--- config.mk ---
export PLATFORM = sky130hd
export DESIGN_NAME = audio_sample_scheduler_flat
export DESIGN_NICKNAME = d
export VERILOG_FILES = /design/src/rtl/audio_sample_scheduler_pkg.sv /design/src/rtl/audio_sample_scheduler_if.sv /design/src/rtl/audio_sample_scheduler_tick_gen.sv /design/src/rtl/audio_sample_scheduler.sv /design/src/flat_wrapper.sv
export SDC_FILE = /design/constraint.sdc
export NUM_CORES = 1
export LEC_CHECK = 0
export BUFFER_PORTS_ARGS = -buffer_cell sky130_fd_sc_hd__buf_2
export CORE_MARGIN = 3
export CORE_UTILIZATION = 35
export CTS_CLUSTER_DIAMETER = 40
export CTS_CLUSTER_SIZE = 40
export DETAILED_ROUTE_END_ITERATION = 12
export PLACE_DENSITY = 0.57
export SLEW_MARGIN = 20
export SYNTH_ARGS = -nofsm -noshare
export SYNTH_HDL_FRONTEND = slang
export SYNTH_SLANG_ARGS = --single-unit
--- constraint.sdc ---
create_clock -name clock_i -period 4 [get_ports clock_i]
set_input_delay 0.2 -clock clock_i [delete_from_list [all_inputs] [get_ports clock_i]]
set_output_delay 0.2 -clock clock_i [all_outputs]
set_load 0.05 [all_outputs]
--- src/rtl/audio_sample_scheduler_pkg.sv ---
// Shared types and defaults for the PWM audio sample scheduler.
package audio_pkg;

    localparam int WORD_LENGTH_DEFAULT = 16;

    typedef logic [WORD_LENGTH_DEFAULT-1:0] sample_t;

    typedef enum logic [1:0] {
        IDLE,
        WAIT_TICK,
        SHIFT
    } state_t;

endpackage

--- src/rtl/audio_sample_scheduler_if.sv ---
// Sample-source and serializer signals of the audio sample scheduler.
interface audio_sample_scheduler_if #(
    parameter int WORD_LENGTH = audio_pkg::WORD_LENGTH_DEFAULT,
    parameter int FIFO_DEPTH  = 4
);
    localparam int LEVEL_W = $clog2(FIFO_DEPTH) + 1;

    logic                   run_i;
    logic [WORD_LENGTH-1:0] sample_i;
    logic                   sample_valid_i;
    logic                   sample_ready_o;
    logic                   ser_enable_o;
    logic [WORD_LENGTH-1:0] ser_data_o;
    logic                   ser_done_i;
    logic                   busy_o;
    logic [LEVEL_W-1:0]     fifo_level_o;
    logic [7:0]             underrun_count_o;
    logic [7:0]             overrun_count_o;

    // slave: the scheduler itself; master: the surrounding system
    modport slave (
        input  run_i, sample_i, sample_valid_i, ser_done_i,
        output sample_ready_o, ser_enable_o, ser_data_o, busy_o,
               fifo_level_o, underrun_count_o, overrun_count_o
    );

    modport master (
        output run_i, sample_i, sample_valid_i, ser_done_i,
        input  sample_ready_o, ser_enable_o, ser_data_o, busy_o,
               fifo_level_o, underrun_count_o, overrun_count_o
    );

endinterface

--- src/rtl/audio_sample_scheduler_tick_gen.sv ---
// Sample-rate divider: one-cycle tick every TICK_DIV enabled cycles.
module audio_tick_gen #(
    parameter int TICK_DIV = 100
) (
    input  logic clk,
    input  logic rst_n,
    input  logic enable,
    output logic tick
);
    localparam int CNT_W = (TICK_DIV > 1) ? $clog2(TICK_DIV) : 1;
    localparam logic [CNT_W-1:0] LAST = CNT_W'(TICK_DIV - 1);

    logic [CNT_W-1:0] count;

    always_ff @(posedge clk or negedge rst_n) begin
        if (!rst_n) begin
            count <= '0;
        end else if (!enable) begin
            count <= '0;
        end else if (count == LAST) begin
            count <= '0;
        end else begin
            count <= count + 1'b1;
        end
    end

    assign tick = enable && (count == LAST);

endmodule

--- src/rtl/audio_sample_scheduler.sv ---
// Buffers audio samples and hands one word per sample tick to the PWM serializer,
// holding the last word on underrun and skipping ticks that land mid-word.
module audio_sample_scheduler
    import audio_pkg::*;
#(
    parameter int                     WORD_LENGTH        = WORD_LENGTH_DEFAULT,
    parameter int                     SYSTEM_FREQUENCY   = 100000000,
    parameter int                     SAMPLING_FREQUENCY = 1000000,
    parameter int                     FIFO_DEPTH         = 4,
    parameter logic [WORD_LENGTH-1:0] IDLE_SAMPLE        = 16'h8000
) (
    input  logic                    clock_i,
    input  logic                    reset_n_i,
    audio_sample_scheduler_if.slave bus
);
    localparam int TICK_DIV = SYSTEM_FREQUENCY / SAMPLING_FREQUENCY;
    localparam int PTR_W    = (FIFO_DEPTH > 1) ? $clog2(FIFO_DEPTH) : 1;
    localparam int LEVEL_W  = $clog2(FIFO_DEPTH) + 1;
    localparam logic [LEVEL_W-1:0] FULL_LEVEL = LEVEL_W'(FIFO_DEPTH);

    if (TICK_DIV < WORD_LENGTH + 4) begin : g_tick_div_check
        $error("TICK_DIV too small to fit one serializer word");
    end
    if (FIFO_DEPTH < 2 || (FIFO_DEPTH & (FIFO_DEPTH - 1)) != 0) begin : g_depth_check
        $error("FIFO_DEPTH must be a power of two and at least 2");
    end

    function automatic logic [7:0] sat_inc(input logic [7:0] value);
        return (value == 8'hFF) ? value : value + 8'd1;
    endfunction

    state_t                 state;
    state_t                 state_next;
    logic                   tick;
    logic                   load;
    logic                   push;
    logic                   pop;
    logic                   full;
    logic                   empty;
    logic [WORD_LENGTH-1:0] mem [FIFO_DEPTH];
    logic [PTR_W-1:0]       wr_ptr;
    logic [PTR_W-1:0]       rd_ptr;
    logic [LEVEL_W-1:0]     level;
    logic [WORD_LENGTH-1:0] ser_data;
    logic [WORD_LENGTH-1:0] last_sample;
    logic                   ser_enable;
    logic [7:0]             underrun_count;
    logic [7:0]             overrun_count;

    audio_tick_gen #(
        .TICK_DIV (TICK_DIV)
    ) u_tick_gen (
        .clk    (clock_i),
        .rst_n  (reset_n_i),
        .enable (bus.run_i),
        .tick   (tick)
    );

    // Full/empty come from the registered level, so a pop never frees room
    // for a push in the same cycle.
    assign full  = (level == FULL_LEVEL);
    assign empty = (level == '0);
    assign push  = bus.sample_valid_i && !full;
    assign pop   = load && !empty;

    always_comb begin
        state_next = state;
        load       = 1'b0;
        case (state)
            IDLE: begin
                if (bus.run_i) state_next = WAIT_TICK;
            end
            WAIT_TICK: begin
                if (!bus.run_i) begin
                    state_next = IDLE;
                end else if (tick) begin
                    load       = 1'b1;
                    state_next = SHIFT;
                end
            end
            SHIFT: begin
                if (bus.ser_done_i) state_next = bus.run_i ? WAIT_TICK : IDLE;
            end
            default: state_next = IDLE;
        endcase
    end

    always_ff @(posedge clock_i or negedge reset_n_i) begin
        if (!reset_n_i) begin
            state      <= IDLE;
            ser_enable <= 1'b0;
        end else begin
            state      <= state_next;
            ser_enable <= (state_next == SHIFT);
        end
    end

    always_ff @(posedge clock_i) begin
        if (push) mem[wr_ptr] <= bus.sample_i;
    end

    always_ff @(posedge clock_i or negedge reset_n_i) begin
        if (!reset_n_i) begin
            wr_ptr <= '0;
            rd_ptr <= '0;
            level  <= '0;
        end else begin
            if (push) wr_ptr <= wr_ptr + 1'b1;
            if (pop)  rd_ptr <= rd_ptr + 1'b1;
            case ({push, pop})
                2'b10:   level <= level + 1'b1;
                2'b01:   level <= level - 1'b1;
                default: level <= level;
            endcase
        end
    end

    // Underrun replays the previous word so the PWM output holds its level.
    always_ff @(posedge clock_i or negedge reset_n_i) begin
        if (!reset_n_i) begin
            ser_data    <= '0;
            last_sample <= IDLE_SAMPLE;
        end else if (load) begin
            ser_data <= pop ? mem[rd_ptr] : last_sample;
            if (pop) last_sample <= mem[rd_ptr];
        end
    end

    always_ff @(posedge clock_i or negedge reset_n_i) begin
        if (!reset_n_i) begin
            underrun_count <= '0;
            overrun_count  <= '0;
        end else begin
            if (load && empty)              underrun_count <= sat_inc(underrun_count);
            if ((state == SHIFT) && tick)   overrun_count  <= sat_inc(overrun_count);
        end
    end

    assign bus.sample_ready_o   = !full;
    assign bus.ser_enable_o     = ser_enable;
    assign bus.busy_o           = ser_enable;
    assign bus.ser_data_o       = ser_data;
    assign bus.fifo_level_o     = level;
    assign bus.underrun_count_o = underrun_count;
    assign bus.overrun_count_o  = overrun_count;

endmodule

--- src/flat_wrapper.sv ---
// flat-port wrapper written by rule: the top's interface ports become plain ports
module audio_sample_scheduler_flat import audio_pkg::*;
#(
    parameter int                     WORD_LENGTH        = WORD_LENGTH_DEFAULT,
    parameter int                     SYSTEM_FREQUENCY   = 100000000,
    parameter int                     SAMPLING_FREQUENCY = 1000000,
    parameter int                     FIFO_DEPTH         = 4,
    parameter logic [WORD_LENGTH-1:0] IDLE_SAMPLE        = 16'h8000
)
  (clock_i, reset_n_i, bus_run_i, bus_sample_i, bus_sample_valid_i, bus_ser_done_i, bus_sample_ready_o, bus_ser_enable_o, bus_ser_data_o, bus_busy_o, bus_fifo_level_o, bus_underrun_count_o, bus_overrun_count_o);
  audio_sample_scheduler_if #(.WORD_LENGTH(WORD_LENGTH), .FIFO_DEPTH(FIFO_DEPTH)) bus_i ();
  input  logic clock_i;
  input  logic reset_n_i;
  input wire logic [$bits(bus_i.run_i)-1:0] bus_run_i;
  input wire logic [$bits(bus_i.sample_i)-1:0] bus_sample_i;
  input wire logic [$bits(bus_i.sample_valid_i)-1:0] bus_sample_valid_i;
  input wire logic [$bits(bus_i.ser_done_i)-1:0] bus_ser_done_i;
  output wire logic [$bits(bus_i.sample_ready_o)-1:0] bus_sample_ready_o;
  output wire logic [$bits(bus_i.ser_enable_o)-1:0] bus_ser_enable_o;
  output wire logic [$bits(bus_i.ser_data_o)-1:0] bus_ser_data_o;
  output wire logic [$bits(bus_i.busy_o)-1:0] bus_busy_o;
  output wire logic [$bits(bus_i.fifo_level_o)-1:0] bus_fifo_level_o;
  output wire logic [$bits(bus_i.underrun_count_o)-1:0] bus_underrun_count_o;
  output wire logic [$bits(bus_i.overrun_count_o)-1:0] bus_overrun_count_o;
  assign bus_i.run_i = bus_run_i;
  assign bus_i.sample_i = bus_sample_i;
  assign bus_i.sample_valid_i = bus_sample_valid_i;
  assign bus_i.ser_done_i = bus_ser_done_i;
  assign bus_sample_ready_o = bus_i.sample_ready_o;
  assign bus_ser_enable_o = bus_i.ser_enable_o;
  assign bus_ser_data_o = bus_i.ser_data_o;
  assign bus_busy_o = bus_i.busy_o;
  assign bus_fifo_level_o = bus_i.fifo_level_o;
  assign bus_underrun_count_o = bus_i.underrun_count_o;
  assign bus_overrun_count_o = bus_i.overrun_count_o;
  audio_sample_scheduler #(.WORD_LENGTH(WORD_LENGTH), .SYSTEM_FREQUENCY(SYSTEM_FREQUENCY), .SAMPLING_FREQUENCY(SAMPLING_FREQUENCY), .FIFO_DEPTH(FIFO_DEPTH), .IDLE_SAMPLE(IDLE_SAMPLE)) u_core (.clock_i(clock_i), .reset_n_i(reset_n_i), .bus(bus_i));
endmodule
==> impl_metrics.py, run 1 <==
metrics = {
    "run_status": {
        "status": "finished, final reports clean",
    },
    "setup_path": {
        "slowest_stage": "or4b_1",
        "r2r_start": "u_core.u_tick_gen.count[2]",
        "cp-end-kind": "register",
        "critical_path.cell_chain": "or4b_1 > nor4_4 > buf_4 > ha_1 > inv_1 > fa_1 > xor2_1 > nor2_1 > xor2_1",
        "cp-start-kind": "register",
        "critical_path.most_common_cell": "xor2_1",
        "crit_family": "simple AND/OR/NAND/NOR gates",
        "arrival_ps": 3190,
        "worstSetupStartpoint": "u_core.u_tick_gen.count[2]",
        "max_stage_delay_ps": 680,
        "worst-path-max-fanout": 19,
        "crit_required_ps": 4320,
        "setup.worst_path.class": "register to register",
        "r2r_slack_ps": 1130,
        "critPathBufInv": 2,
    },
    "power_and_ir_drop": {
        "p_seq_share_pct": 43.9,
        "p_int_uw": 2530,
        "power.density_mw_per_mm2": 581,
        "clkPwrFrac_pct": 45.2,
        "p_sw_share_pct": 24.6,
        "p_total_uw": 3360,
        "combPwrFrac_pct": 10.9,
        "vdd_drop_max_mv": 0.379,
        "power.switching_uw": 826,
        "p_leak_uw": 0.00242,
    },
    "clock_network": {
        "ctsHoldBuffers": 9,
        "cts_resized": 0,
        "root_buffer": "clkbuf_16",
        "cts_buffers": 17,
        "clock_latency_ps": 400,
        "htreeDepth": 4,
        "cts.sinks": 114,
        "cts_buffer_depth": 2,
        "path_clk_slew_ps": 50,
        "postCtsSetupBuffers": 0,
        "cts_tree": "done",
    },
    "timing": {
        "tightest_slew_ps": 937,
        "fmax_mhz": 348,
        "final.setup.tns_ps": 0,
        "drv_slew": 0,
        "relSlewSlack_pct": 37.6,
        "fin_crit_sh_pct": 71.8,
        "rsz0062_at_grt": "false",
        "finalSetupViolCount": 0,
        "skew_ps": 7.25,
        "hold_violations": 0,
        "post-route-min-period_ps": 2870,
    },
    "yosys": {
        "ys.flop_type": "edfxtp_1",
        "synthesis.instances": 285,
        "synthesis.area_sq_mm": 0.00472,
        "yosysMostFrequentCell": "edfxtp_1",
        "synth_top_cell_by_area": "edfxtp_1",
        "avgSynthCellArea_sq_um": 16.6,
        "synth_cell_types": 38,
        "netlist.area_leader.share_pct": 40.7,
        "synthTopCellsByArea": "edfxtp_1 (41%), dfrtp_1 (26%), mux4_2 (7.6%), mux2_2 (4.8%), buf_4 (2.7%)",
        "syn-num-nets": 315,
        "synth-edff-count": 64,
        "synth_simple_gate_area_share_pct": 8.33,
        "async_flop_share_pct": 43.9,
        "synth_xor_area_share_pct": 3.90,
        "ys_ff_latch": 114,
        "yosys_warnings": 0,
        "ys_seq_area_share_pct": 67.3,
        "synth-compound-area-share_pct": 1.17,
        "synth_top_family_by_area": "multiplexers",
        "synth.area.mux_share_pct": 12.8,
        "synth_common_cells": "edfxtp_1 (64), dfrtp_1 (49), mux2_2 (20)",
        "synth_fa_ha_area_share_pct": 2.55,
    },
    "grt": {
        "grt.total_usage_pct": 12.6,
        "grt_pass1_vias": 2620,
        "globalRouteOverflowTotal": 0,
        "grt_pass1_wl_microns": 13900,
        "grt_max_degree": 51,
        "antenna_found_initial": 0,
    },
    "flow_run": {
        "maxCapViolCount": 0,
    },
    "drt": {
        "vias_per_cell": 4.73,
        "drt-total-wl_microns": 8470,
        "drtIter0Drc": 80,
        "dr_total_vias": 2529,
        "dr.pass1.iters": 4,
        "ant_nets": 0,
        "drc": 0,
        "wl_per_cell_microns": 15.8,
    },
    "die": {
        "num_rows": 41,
        "core_area_sq_mm": 0.0129,
        "start_util_pct": 36.6,
        "die_x_microns": 122,
        "ios": 59,
        "dieArea_sq_mm": 0.0149,
        "die_h_microns": 122,
    },
    "placed_design": {
        "port_buffers": 58,
        "dp_hpwl_microns": 5250,
        "placed_area_sq_mm": 0.00509,
        "gp_routability_congestion": 0.750,
    },
    "min_path": {
        "hp-start": "bus_sample_i[12]",
        "min_path_type": "primary input to register",
    },
    "layout": {
        "fill_cells": 1153,
        "insertedDiodeCount": 0,
        "syn_to_final_growth_pct": 22.5,
        "fin_nets": 381,
        "final_area_sq_mm": 0.00578,
        "layout-drive-gt1-share_pct": 37.2,
    },
}
==> area by class of cell <==
| type | instances | area, sq um | area share [%] |
|---|---|---|---|
| clock inverters | 13 | 163 | 2.82 |
| repair buffers | 70 | 403 | 6.97 |
| inverters | 7 | 26.3 | 0.455 |
| clock buffers | 18 | 439 | 7.60 |
| flip-flops and latches | 114 | 3170 | 54.9 |
| multi-input cells | 141 | 1360 | 23.5 |
| well taps | 172 | 215 | 3.72 |
==> power groups by stage <==
stage / logic [uW] / clock network [uW] / registers (uW)
after global routing: 416 / 1600 / 1490
after global placement: 369 / 0 / 1490
final: 366 / 1520 / 1470
after CTS: 384 / 1550 / 1480
after floorplan: 200 / 0 / 1540
after detailed placement: 376 / 0 / 1500
==> worst reg2reg max path: stages, from the launching register on <==
cell and delay (ps):
dfrtp_1 420, or4b_1 690, nor4_4 280, buf_4 340
ha_1 240, inv_1 60, fa_1 370, xor2_1 150
nor2_1 100, xor2_1 160
==> cells by family after synthesis <==
family / after synthesis
xor+xnor: 21
flops: 114
compound gates: 10
buf+inv: 30
fa+ha+maj: 9
simple gates: 63
mux: 38
==> state kept, by name, indices dropped and copies added, names as in the netlist <==
register                     flops
u_core.rd_ptr                    2
u_core.u_tick_gen.count          7
u_core.bus.overrun_count_o       8
u_core.bus.ser_data_o            1
u_core.wr_ptr                    2
u_core.mem                      64
u_core.bus.fifo_level_o          3
u_core.last_sample              16
u_core.bus.busy_o                1
u_core.state                     2
u_core.bus.underrun_count_o      8
==> worst paths after layout <==
path	end	cells past startpoint
setup / recovery	u_core.bus.fifo_level_o[2]	9
hold / removal	u_core.mem[2][12]	1
setup reg to reg	u_core.bus.fifo_level_o[2]	9
hold reg to reg	u_core.u_tick_gen.count[0]	1
max in group asynchronous	u_core.last_sample[6]	3
min in group asynchronous	u_core.bus.overrun_count_o[5]	3
==> per-stage QoR <==
stage,hold WS [ps],worst slack (ps),util (%),std cells
after detailed placement,380,1090,39.5,495
after CTS,3.58,1080,44.9,535
after global routing,17.8,895,44.9,535
after global placement,384,1150,39.5,495
final,20.6,1130,44.9,535
after floorplan,-95.6,1110,-,285
==> cells in the final DEF, fill, tap and decap left out, types with 5 or more instances in the layout <==
cell	count
xnor2_1	7
nand3_1	10
dfrtp_1	49
clkbuf_16	17
nand4_1	5
edfxtp_1	64
ha_1	8
xor2_1	14
mux4_2	16
mux2_2	20
nor3_1	8
dlygate4sd3_1	9
nand2_1	5
buf_2	58
nor2_1	11
inv_1	7
==> metal layers <==
layer | vias to the layer above | GRT usage (%) | part of all wire, %
met4 | 0 | 5.46 | 1.1
met5 | - | 0 | 0
met1 | 1270 | 16.3 | 47
met3 | 8 | 3.85 | 4.5
met2 | 55 | 19.7 | 47
li1 | 1196 | - | -
No activity file was read; power rests on OpenSTA's default activity.
==> inputs of run 2 (changes only) <==
clock period = 2.68 ns   (was 4 ns; I/O delays follow)
==> run 2 against run 1 <==
Against the previous run:
- register-to-register slack worse by 820 ps
- worst setup slack worse by 820 ps
- die area stayed put
- critical path depth is 1 lower
- global-route usage is 0.075 points higher
- first-iteration DRC count is 1.3% lower
- total power is 52% higher
- wire length is 1.1% higher
- combinational power is 65% higher
- clock power is 51% higher
- critical endpoint unchanged
- largest cell class unchanged
- largest power group unchanged
==> impl_metrics.py, run 2 (synthesized netlist as in run 1, its figures left out) <==
metrics = {
    "layout": {
        "layout_common_cells": "edfxtp_1 (64), buf_2 (58), dfrtp_1 (49)",
        "regMostFlops": "u_core.mem",
        "top_regs": "u_core.mem x64, u_core.last_sample x16",
        "fin_nets": 398,
        "insertedDiodeCount": 0,
        "largest_register_ffs": 64,
        "layout_commonest_cell": "edfxtp_1",
        "syn_to_final_growth_pct": 26.5,
        "layout-drive-gt1-share_pct": 38.1,
        "stdcell_count": 553,
    },
    "drt": {
        "ant_nets": 0,
        "vias_per_cell": 4.67,
        "wl_per_cell_microns": 15.5,
        "dr_total_vias": 2581,
        "dr.pass1.iters": 4,
        "drt-total-wl_microns": 8560,
        "drc": 0,
        "drtIter0Drc": 79,
    },
    "setup_path": {
        "worstSetupStartpoint": "u_core.u_tick_gen.count[3]",
        "cp-end-kind": "register",
        "r2r_start": "u_core.u_tick_gen.count[3]",
        "worst-path-max-fanout": 4,
        "reg2regPathDepth": 8,
        "r2r_slack_ps": 310,
        "arrival_ps": 2690,
        "r2r_end": "u_core.bus.fifo_level_o[2]",
        "crit_required_ps": 3000,
        "setup.worst_path.class": "register to register",
        "cp-start-kind": "register",
    },
    "timing": {
        "fmax_mhz": 422,
        "rsz0062_at_grt": "false",
        "post-route-min-period_ps": 2370,
        "holdWs_ps": 85.4,
        "tightest_slew_ps": 532,
        "relSlewSlack_pct": 64.5,
        "finalSetupViolCount": 0,
        "drv_slew": 0,
        "hold_violations": 0,
        "skew_ps": 10.9,
        "fin_crit_sh_pct": 88.4,
    },
    "die": {
        "die_x_microns": 122,
        "start_util_pct": 36.6,
        "ios": 59,
        "num_rows": 41,
        "die_h_microns": 122,
        "core_area_sq_mm": 0.0129,
        "dieArea_sq_mm": 0.0149,
    },
    "clock_network": {
        "cts_tree": "done",
        "postCtsSetupBuffers": 0,
        "root_buffer": "clkbuf_16",
        "cts_buffer_depth": 2,
        "htreeDepth": 4,
        "clock_latency_ps": 410,
        "path_clk_slew_ps": 50,
        "cts.sinks": 114,
        "cts_buffers": 17,
    },
    "power_and_ir_drop": {
        "p_int_uw": 3830,
        "p_leak_uw": 0.00250,
        "clkPwrFrac_pct": 45.1,
        "p_seq_share_pct": 43.1,
        "combPwrFrac_pct": 11.9,
        "p_sw_share_pct": 25.0,
        "power.density_mw_per_mm2": 854,
        "power.switching_uw": 1270,
        "vdd_drop_max_mv": 0.625,
    },
    "placed_design": {
        "gp_routability_congestion": 0.734,
        "port_buffers": 58,
        "placedCellCount": 503,
        "dp_hpwl_microns": 5490,
    },
    "grt": {
        "grt_max_degree": 42,
        "grt-busiest-layer": "met2",
        "met1_usage_pct": 15.9,
        "antenna_found_initial": 0,
        "globalRouteOverflowTotal": 0,
        "met3_usage_pct": 3.99,
        "grt_pass1_vias": 2725,
        "grt_pass1_wl_microns": 14100,
        "met2_usage_pct": 19.9,
        "grt.total_usage_pct": 12.7,
    },
    "min_path": {
        "min_path_type": "primary input to register",
        "hp-start": "bus_ser_done_i",
        "min_delay_worst_endpoint": "u_core.state[0]",
        "hold_depth": 3,
    },
    "run_status": {
        "status": "finished, final reports clean",
    },
    "flow_run": {
        "maxCapViolCount": 0,
    },
}
[run 2: cell count changes in the layout (fill, tap and decap cells not counted), moves of 3 or more]
cell and delta:
dlygate4sd3_1 +9, inv_6 +3, clkinv_2 -3, buf_4 +7
[run 2: worst max path at each step]
stage,endpoint,slack [ps],depth (start not counted)
floorplan,u_core.bus.fifo_level_o[2],-30,10
global placement,u_core.bus.fifo_level_o[2],340,8
detailed placement,u_core.bus.fifo_level_o[2],310,8
CTS,u_core.bus.fifo_level_o[2],290,8
global route,u_core.bus.underrun_count_o[7],210,5
finish,u_core.bus.fifo_level_o[2],310,8
[run 2: stage by stage]
step / area (sq um) / TNS [ps] / util [%] / total power (uW) / setup slack [ps]
CTS: 5970 / 0 / 46.4 / 5180 / 294
global placement: 5170 / 0 / 40.2 / 2810 / 344
global route: 5970 / 0 / 46.4 / 5330 / 214
finish: 5970 / 0 / 46.4 / 5100 / 310
floorplan: 4740 / -34.9 / - / 2600 / -34.9
detailed placement: 5170 / 0 / 40.2 / 2840 / 311
[run 2: worst max-delay path, stage by stage, from the launching register on]
cell and delay [ps]:
dfrtp_1 410, or4b_1 590, nor4_4 320, ha_4 190, inv_1 50, fa_2 330
xor2_1 140, nor2_1 130, xor2_1 140
[run 2: final cells by class]
cell class | count | area [sq um]
Clock buffer | 18 | 439
Tap cell | 172 | 215
Multi-Input combinational cell | 141 | 1370
Clock inverter | 14 | 178
Sequential cell | 114 | 3170
Fill cell | 1129 | 6910
Timing Repair Buffer | 87 | 566
Inverter | 7 | 26.3
[run 2: per-layer routing]
| metal | vias to the layer above | routed length [microns] |
|---|---|---|
| met2 | 66 | 4110 |
| li1 | 1225 | - |
| met4 | 0 | 129 |
| met5 | - | 0 |
| met3 | 11 | 448 |
| met1 | 1279 | 3870 |
[run 2: power by group through the flow]
stage | combinational [uW] | sequential, uW | clock [uW]
2_1_floorplan | 305 | 2290 | 0
3_3_place_gp | 589 | 2220 | 0
3_5_place_dp | 604 | 2230 | 0
4_1_cts | 625 | 2200 | 2360
5_1_grt | 670 | 2220 | 2440
6_report | 605 | 2200 | 2300
[run 2: repair_timing]
action	CTS	global route
hold buffers	18	0
endpoints found under the setup margin	0	0
hold endpoints to repair	74	0
resized for setup	0	0
==> inputs of run 3 (changes only) <==
ABC_AREA = 1   (was default)
ABC_CLOCK_PERIOD_IN_PS = 2680   (was default)
PLACE_DENSITY = 0.56   (was 0.57)
==> run 3 against run 2 <==
Against the previous run:
- synthesized area rose by 6.5%
- global-route usage is 1.5 points higher
- flip-flop and latch count unchanged
- final cell count up 35%
- critical path type unchanged
==> impl_metrics.py, run 3 <==
metrics = {
    "run_status": {
        "status": "finished, final reports clean",
    },
    "drt": {
        "drc": 0,
        "vias_per_cell": 4.80,
        "dr_total_vias": 3593,
        "drtIter0Drc": 197,
        "wl_per_cell_microns": 13.9,
        "ant_nets": 0,
        "dr.pass1.iters": 4,
        "drt-total-wl_microns": 10400,
    },
    "yosys": {
        "synthesis.instances": 480,
        "synthTopCellsByArea": "edfxtp_1 (38%), dfrtp_1 (24%), nand2_1 (7.9%), o21ai_0 (3.9%), nor2_1 (3.9%)",
        "yosysMostFrequentCell": "nand2_1",
        "synth_common_cells": "nand2_1 (106), edfxtp_1 (64), nor2_1 (52)",
        "ys.flop_type": "edfxtp_1",
        "ys_seq_area_share_pct": 63.1,
        "yosys_warnings": 0,
        "synthesis.area_sq_mm": 0.00503,
        "ys_ff_latch": 114,
        "synth-edff-count": 64,
        "synth_top_cell_by_area": "edfxtp_1",
        "avgSynthCellArea_sq_um": 10.5,
        "async_flop_share_pct": 43.9,
        "netlist.area_leader.share_pct": 38.2,
        "syn-num-nets": 510,
        "synth_cell_types": 29,
    },
    "layout": {
        "syn_to_final_growth_pct": 23.5,
        "layout-drive-gt1-share_pct": 20.0,
        "regMostFlops": "u_core.mem",
        "largest_register_ffs": 64,
        "fill_cells": 1318,
        "multi_input_area_sq_mm": 0.00147,
        "layout_common_cells": "nand2_1 (106), edfxtp_1 (64), buf_2 (58)",
        "regArea_sq_mm": 0.00317,
        "fin_nets": 586,
        "layout_commonest_cell": "nand2_1",
        "top_regs": "u_core.mem x64, u_core.last_sample x16",
        "insertedDiodeCount": 0,
        "stdcell_count": 749,
    },
    "setup_path": {
        "cp-start-kind": "register",
        "setup.worst_path.class": "register to register",
        "cp-end-kind": "register",
        "slowest_stage": "fa_1",
        "worst-path-max-fanout": 4,
        "crit_required_ps": 2970,
        "max_stage_delay_ps": 380,
        "critical_path.cell_chain": "ha_1 > inv_1 > nor2_2 > nand3_1 > nor2_1 > nand3_1 > nor2_1 > ha_1 > inv_1 > fa_1 > a21oi_1 > o21ai_0 > xnor2_1",
        "arrival_ps": 2610,
        "reg2regPathDepth": 13,
    },
    "grt": {
        "grt_max_degree": 38,
        "grt_pass1_wl_microns": 17500,
        "globalRouteOverflowTotal": 0,
        "antenna_found_initial": 0,
        "grt.total_usage_pct": 14.1,
        "grt_pass1_vias": 3469,
    },
    "die": {
        "core_area_sq_mm": 0.0140,
        "die_x_microns": 126,
        "num_rows": 43,
        "die_h_microns": 126,
        "dieArea_sq_mm": 0.0158,
        "start_util_pct": 35.9,
        "ios": 59,
    },
    "timing": {
        "fin_crit_sh_pct": 86.7,
        "final.setup.tns_ps": 0,
        "holdWs_ps": 110,
        "fmax_mhz": 430,
        "finalSetupViolCount": 0,
        "drv_slew": 0,
        "skew_ps": 12.5,
        "post-route-min-period_ps": 2320,
        "relSlewSlack_pct": 41.9,
        "setup_ws_ps": 356,
        "tightest_slew_ps": 870,
        "rsz0062_at_grt": "false",
        "hold_violations": 0,
    },
    "clock_network": {
        "ctsHoldBuffers": 18,
        "cts_buffers": 17,
        "clock_latency_ps": 410,
        "cts_buffer_depth": 2,
        "postCtsSetupBuffers": 0,
        "path_clk_slew_ps": 50,
        "root_buffer": "clkbuf_16",
        "htreeDepth": 4,
        "cts.sinks": 114,
        "cts_resized": 0,
        "cts_tree": "done",
    },
    "power_and_ir_drop": {
        "power.density_mw_per_mm2": 829,
        "vdd_drop_max_mv": 0.616,
        "p_leak_uw": 0.00277,
    },
    "flow_run": {
        "maxCapViolCount": 0,
    },
    "min_path": {
        "min_path_type": "primary input to register",
        "hold_depth": 3,
    },
    "placed_design": {
        "port_buffers": 58,
        "placedCellCount": 699,
        "place_ws_ps": 338,
        "dp_hpwl_microns": 6810,
        "gp_routability_congestion": 0.818,
    },
}
[run 3: worst paths after layout]
kind                                                  to  slack (ps)                  startpoint
setup reg to reg              u_core.bus.fifo_level_o[2]         360  u_core.u_tick_gen.count[0]
hold reg to reg               u_core.u_tick_gen.count[0]         460  u_core.u_tick_gen.count[0]
hold / removal                u_core.u_tick_gen.count[4]         110                   bus_run_i
max in group asynchronous          u_core.last_sample[2]        1670                   reset_n_i
min in group asynchronous  u_core.bus.overrun_count_o[3]         370                   reset_n_i
setup / recovery              u_core.bus.fifo_level_o[2]         360  u_core.u_tick_gen.count[0]
[run 3: layer usage]
layer	global-route usage (%)	wire length, microns
met3	4.24	462
met5	0	0
met4	6.31	157
met2	22.6	4980
met1	17.8	4800
[run 3: power by group]
group | internal, uW | switching [uW] | total (uW)
sequential | 2110 | 76.9 | 2190
clock | 1550 | 786 | 2340
combinational | 182 | 435 | 618
[run 3: critical path: cells and delay by family, from the launching register on]
family	cells	cell delay, ps
adder cells (fa/ha/maj)	3	750
AND/OR/NAND/NOR	5	550
flip-flops	1	370
AO/OA/AOI/OAI	2	270
XOR/XNOR	1	140
buffers and inverters	2	130
[run 3: logic make-up after synthesis]
family                     count (synthesis)  share of synthesized area [%]
adders and majority gates                  9                           2.39
AOI/OAI and AO/OA                         67                           7.59
xor gates and xnor gates                  12                           2.09
DFF                                      114                           63.1
and+or+nand+nor                          203                           17.1
buffers and inverters                     75                           7.67
[run 3: layout make-up]
cell class | count | share of cell area (%)
sequential | 114 | 51.1
multi-input combinational | 291 | 23.6
timing repair buffer | 87 | 8.91
clock buffer | 19 | 6.97
tap | 180 | 3.63
clock inverter | 13 | 3.00
inverter | 45 | 2.72
[run 3: metrics by stage]
stage	cell area [sq um]	power [uW]	util [%]
finish	6210	5150	44.4
global route	6210	5390	44.4
global placement	5410	2820	38.7
CTS	6210	5220	44.4
detailed placement	5410	2840	38.7
floorplan	5030	2600	-
